==> config.mk <==
export PLATFORM = sky130hd
export DESIGN_NAME = regfile_mp
export DESIGN_NICKNAME = d
export VERILOG_FILES = /design/src/rtl/regfile_mp.sv
export SDC_FILE = /design/constraint.sdc
export NUM_CORES = 2
export LEC_CHECK = 0
export CORE_ASPECT_RATIO = 1.5
export CORE_UTILIZATION = 45
export CTS_CLUSTER_DIAMETER = 40
export CTS_CLUSTER_SIZE = 16
export DETAILED_ROUTE_END_ITERATION = 12
export DONT_BUFFER_PORTS = 1
export GPL_ROUTABILITY_DRIVEN = 0
export RECOVER_POWER = 100
export SYNTH_ARGS = -nofsm -noshare
export SYNTH_HDL_FRONTEND = slang
export SYNTH_SLANG_ARGS = --single-unit
==> constraint.sdc <==
create_clock -name clk -period 70.9 [get_ports clk]
set_input_delay 14.18 -clock clk [delete_from_list [all_inputs] [get_ports clk]]
set_output_delay 14.18 -clock clk [all_outputs]
set_load 0.05 [all_outputs]
==> src/rtl/regfile_mp.sv <==
// Multi-port integer register file: combinational reads with write bypass,
// synchronous writes (highest port wins), x0 hardwired to zero, per-register busy scoreboard.
module regfile_mp #(
  parameter int XLEN  = 32,
  parameter int NREGS = 32,
  parameter int NRD   = 2,
  parameter int NWR   = 1,
  localparam int AW   = (NREGS > 1) ? $clog2(NREGS) : 1
) (
  input  logic                clk,
  input  logic                reset,
  input  logic [NRD*AW-1:0]   rd_addr,
  output logic [NRD*XLEN-1:0] rd_data,
  output logic [NRD-1:0]      rd_busy,
  input  logic [NWR-1:0]      wr_en,
  input  logic [NWR*AW-1:0]   wr_addr,
  input  logic [NWR*XLEN-1:0] wr_data,
  input  logic                claim_en,
  input  logic [AW-1:0]       claim_addr,
  output logic [NREGS-1:0]    busy_vec
);

  logic [XLEN-1:0]  mem_rd [NREGS];
  logic [NREGS-1:0] busy_rd;

  genvar gi;

  // One storage slice per architectural register; x0 is a constant.
  for (gi = 0; gi < NREGS; gi++) begin : g_reg
    if (gi == 0) begin : g_zero
      assign mem_rd[gi]  = '0;
      assign busy_rd[gi] = 1'b0;
    end else begin : g_entry
      localparam logic [AW-1:0] IDX = AW'(gi);

      logic [XLEN-1:0] data_q;
      logic [XLEN-1:0] data_d;
      logic            busy_q;
      logic            busy_d;
      logic            wr_hit;
      logic            claim_hit;

      // Ascending scan so the highest-index matching port overrides the rest.
      always_comb begin
        wr_hit = 1'b0;
        data_d = data_q;
        for (int w = 0; w < NWR; w++) begin
          if (wr_en[w] && (wr_addr[w*AW +: AW] == IDX)) begin
            wr_hit = 1'b1;
            data_d = wr_data[w*XLEN +: XLEN];
          end
        end
      end

      // A fresh claim outranks a writeback from the older producer.
      always_comb begin
        claim_hit = claim_en && (claim_addr == IDX);
        busy_d    = busy_q;
        if (claim_hit) begin
          busy_d = 1'b1;
        end else if (wr_hit) begin
          busy_d = 1'b0;
        end
      end

      always_ff @(posedge clk or posedge reset) begin
        if (reset) begin
          data_q <= '0;
          busy_q <= 1'b0;
        end else begin
          data_q <= data_d;
          busy_q <= busy_d;
        end
      end

      assign mem_rd[gi]  = data_q;
      assign busy_rd[gi] = busy_q;
    end
  end

  assign busy_vec = busy_rd;

  // Read ports: stored value, overridden by any same-cycle write to the same register.
  for (gi = 0; gi < NRD; gi++) begin : g_rd
    logic [AW-1:0]   ra;
    logic [XLEN-1:0] data;
    logic            byp;

    always_comb begin
      ra   = rd_addr[gi*AW +: AW];
      byp  = 1'b0;
      data = mem_rd[ra];
      for (int w = 0; w < NWR; w++) begin
        if (wr_en[w] && (wr_addr[w*AW +: AW] == ra)) begin
          byp  = 1'b1;
          data = wr_data[w*XLEN +: XLEN];
        end
      end
      // Reset blanks the bypass path too, so outputs read zero for its whole duration.
      if (reset || (ra == '0)) begin
        byp  = 1'b0;
        data = '0;
      end
    end

    assign rd_data[gi*XLEN +: XLEN] = data;
    assign rd_busy[gi]              = busy_rd[ra] && !byp && !reset;
  end

endmodule

# [After elaboration in Yosys (flattened, before gate mapping)]
# Cells that the tools add are included.
[word_totals] ff_bits=1023 latchBits=0 mem_bits_rw=0 rom_bits=0 mem_count=0
[op_classes] n_addsub=0 multipliers=0 div_mod_pow=0 n_lt_le_gt_ge=4 n_eq_ne=64 shifts=0 muxes=111 bitwise=2 n_reduce_logical=106
[ops] cell="binary-select mux 32 bit (select 5 bit)" count=2
[ops] cell="2-to-1 mux 32 bit" count=8
[ops] cell="equality test 5 bit, second input constant" count=32
[ops] cell="2-to-1 mux 1 bit" count=99
[ops] cell="equality test 5 x 4 -> 1 bit, second input constant" count=16
[ops] cell="logical AND 1 bit" count=68
[ops] cell="nonzero test 2 bit" count=31
[ops] cell="equality test 5 x 3 -> 1 bit, second input constant" count=8
[ops] cell="equality test 5 x 2 -> 1 bit, second input constant" count=4
[ops] cell=">= comparator 6 bit, second input constant" count=2
[ops] cell="less-than comparator 5 x 6 -> 1 bit, second input constant" count=2
[ops] cell="NOT 5 -> 6 bit" count=2
[ops] cell="binary-select mux 1 bit (select 5 bit)" count=2
[ops] cell="equality test 5 x 1 -> 1 bit, second input constant" count=2
[ops] cell="equality test 5 bit" count=2
[ops] cell="zero test 5 bit" count=2
[ops] cell="zero test 1 bit" count=3
[ops] cell="logical OR 1 bit" count=2

# [Longest topological paths before layout]
[depth] depth_word=7 ltp_mapped=9 depth_no_buf=5

# [Least setup slack after synthesis]
# Ideal clock, no wire load.
[synth_timing] path_type="input to output" from="input reset" to="output rd_data[10]" t_arrival_ps=39161 slack_ps=17559 path_stages=5 n_path_buf=1 path_cell_list="inv_1 o21ai_1 a31o_2 buf_2 o2bb2ai_1"
[synth_between] elab_chain_len=2
[synth_lines] item="start: declaration" line="11" text="input logic reset,"
[synth_lines] item="logical OR 1 bit" line="100" text="if (reset || (ra == '0)) begin"
[synth_lines] item="2-to-1 mux 32 bit" line="100"
[synth_lines] item="end: declaration" line="13" text="output logic [NRD*XLEN-1:0] rd_data,"
# No other way between the ends.

# [Worst setup path after layout]
[layout_timing] from="input reset" to="output rd_data[62]"
# Same word-level chain as after synthesis.

==> summary.md <==
| Metric | Value |
|---|---|
| Antenna Violating Nets Remaining | `0` |
| Pwr dens | `30.6 mW/mm^2` |
| Netlist cell types | `54` |
| Clock skew | `0 ps` |
| Syn_nets | `3815` |
| Final period util | `0.602` |
| First-pass GRT wire length | `271 mm` |
| H-tree depth | `4` |
| Setup Fix Bufs, Post-CTS | `0` |
| CP required | `56720 ps` |
| Fin util | `0.494` |
| # setup viols final | `0` |
| Worst hold slack | `521 ps` |
| Initial core utilization | `0.454` |
| Commonest non-fill, non-tap cell in the layout | `mux2_2` |
| VDD IR-drop max | `26.6 uV` |
| Worst Setup End Kind | `primary output` |
| Worst R2R Path Depth | `1` |
| Inst Count DP | `4961` |
| Fin cells | `5204` |
| Kind of critical path | `input pin to primary output` |
| WHS Endpoint | `g_reg[14].g_entry.data_q[26]$_DFFE_PP0P_` |
| Final-stage net count | `3560` |
| Mapped Avg Cell Area | `14.7 um^2` |
| Layout cells sized above 1 | `0.501` |
| Commonest non-fill, non-tap cells in the layout | `mux2_2 (1055), dfrtp_1 (1023), mux4_2 (466), clkbuf_16 (135), nand2_1 (88)` |
| Reg clk slew, reported paths | `60 ps` |
| Sequential-to-total area share from yosys stat | `0.463` |
| Clk_lat worst skew | `770 ps` |
| Placement Rows | `157` |
| Placed Area | `0.0559 mm^2` |
| DR vias | `35467` |
| GR Layer Usage met1 | `0.363` |
| Reg2reg end | `g_reg[28].g_entry.busy_q$_DFFE_PP0P_` |
| Slew HR | `-4.75` |
| Worst Setup Start Kind | `input pin` |
| CP top delay family | `buffers and inverters` |
| Initial antenna violation count | `2` |
| Area of the mapped netlist | `0.0553 mm^2` |
| Met2 GRT Util | `0.510` |
| Buffers & Inverters on Critical Path | `3` |
| Top flip-flop cell by instance count after synthesis | `dfrtp_1` |
| CP peak stage delay | `6230 ps` |
| Status | `finished with violations` |
| Die Area | `0.124 mm^2` |
| Top Ports | `154` |
| Congestion Overflow GR | `0` |
| Port bufs | `0` |
| Largest fanout on the critical path | `157` |
| Synth Warn # | `0` |
| Hpwl dp | `97.8 mm` |
| Clk sink count | `1023` |
| Hold_sp | `g_reg[14].g_entry.data_q[26]$_DFFE_PP0P_` |
| GRT Total Usage | `0.304` |
| Worst Hold Depth | `1` |
| Data arrival, critical path | `28540 ps` |
| Failing checks | `DRC, capacitance limit, slew limit` |
| 1st-iter DRT viols | `3165` |
| Crit path cell chain | `clkinvlp_2, clkbuf_1, o21ai_0, o21bai_4, clkbuf_1, a211o_1, o21ai_0` |
| Total Wirelength | `184 mm` |
| Final TNS setup | `0 ps` |
| Post-CTS Hold Buffers | `0` |
| Vias in the first global route | `37492` |
| Worst-margin pin slew | `8620 ps` |
| DR vias/cell | `6.82` |
| Total CTS buffers | `131` |
| Core Area | `0.122 mm^2` |
| DRC | `14` |
| Die H | `432 um` |
| Root buf cell | `clkbuf_16` |
| Post-Syn Instances | `3759` |
| Largest net degree at the start of global routing | `268` |
| DR pass1 iterations | `9` |
| Static Leakage | `25.2 nW` |
| RR Startpoint | `g_reg[28].g_entry.busy_q$_DFFE_PP0P_` |
| EDFF count, synth | `0` |
| Fmax | `23.4 MHz` |
| Worst R2R Setup Slack | `69840 ps` |
| Max-Cap Viols | `56` |
| Max Buffers Root-to-Sink | `3` |
| Met3 Usage GRT | `0.0667` |
| Post-CTS resize count | `0` |
| Tmin final | `42720 ps` |
| Hold Fails Final Rpt | `0` |
| Synthesized flop and latch total | `1023` |
| Slew Limit Fails | `2216` |
| Die W | `288 um` |
| Drt wl/cell | `35.4 um` |
| RSZ-0062 raised after global routing | `false` |
| Syn-to-layout area delta | `8.90%` |
| GRT Max-Usage Layer | `met2` |
| Post-route design area | `0.0603 mm^2` |
| CTS tree | `built` |
| Async SR Flop Fraction | `1.00` |
| Slowest stage cell, crit path | `clkbuf_1` |
| Min-Delay Path Class | `flop to flop` |
sequential cells by signal (all words and copies together) (netlist names):
register and cells:
g.g_entry.busy_q 31, g.g_entry.data_q 992
power by group:
group	internal, W	switching [W]
registers	0.000699	0.0000988
logic	0.000205	0.000123
clock network	0.000430	0.000287
total	0.00133	0.000508
worst max-delay path by stage:
stage                     startpoint  cells after the start           to  slack, ps
after floorplan                reset                      5  rd_data[10]      17560
after global placement         reset                      7  rd_data[62]      39220
after detailed placement       reset                      7  rd_data[62]      39170
after CTS                      reset                      7  rd_data[62]      39170
after global routing           reset                      7  rd_data[62]      26120
final                          reset                      7  rd_data[62]      28180
final cells by class:
type	count	area, um^2
clock buffer	163	3660
tap	1590	1990
sequential	1023	25600
multi-input combinational	2283	27700
clock inverter	79	1020
fill	10441	61700
antenna	1	2.50
inverter	6	23.8
timing repair buffer	59	304
Yosys cell counts, drive strengths merged (6+ instances only):
master,number,share of area
mux2,1055,0.21
dfrtp,1023,0.46
mux4,466,0.19
buf,266,0.027
clkbuf,181,0.012
nand2,92,0.0062
o21ai,80,0.0073
a22oi,73,0.0099
a22o,51,0.0081
nand3,48,0.0043
o211ai,46,0.0062
o22ai,45,0.0051
a221o,41,0.0074
mux2i,38,0.0069
nor2,34,0.0024
a31oi,33,0.0037
a311oi,26,0.0041
a21oi,16,0.0014
a211oi,15,0.0020
a32o,12,0.0022
nor2b,12,0.0014
o31ai,11,0.0015
a221oi,10,0.0016
nand2b,10,0.0011
nor3,9,0.00090
o2bb2ai,8,0.0013
a211o,7,0.0011
o22a,7,0.0011
nand4b,6,0.00095
xor2,6,0.00095
cell families after synthesis:
family	share of synthesized area
compound gates	0.0647
simple gates	0.0198
xor+xnor	0.00158
mux	0.411
buf+inv	0.0401
other cells	0.0000678
flops	0.463
per-layer routing:
layer | part of all wire | up-vias
met4 | 0.055 | 2
met5 | 0.000060 | -
met3 | 0.070 | 488
met2 | 0.51 | 1478
li1 | - | 14185
met1 | 0.37 | 19314
through the flow:
step / worst slack (ps) / total power [W]
floorplan: 17560 / 0.00108
global placement: 39220 / 0.00112
detailed placement: 39170 / 0.00113
CTS: 39170 / 0.00185
global route: 26120 / 0.00191
finish: 28180 / 0.00184
Power figures use the tool's default switching activity.
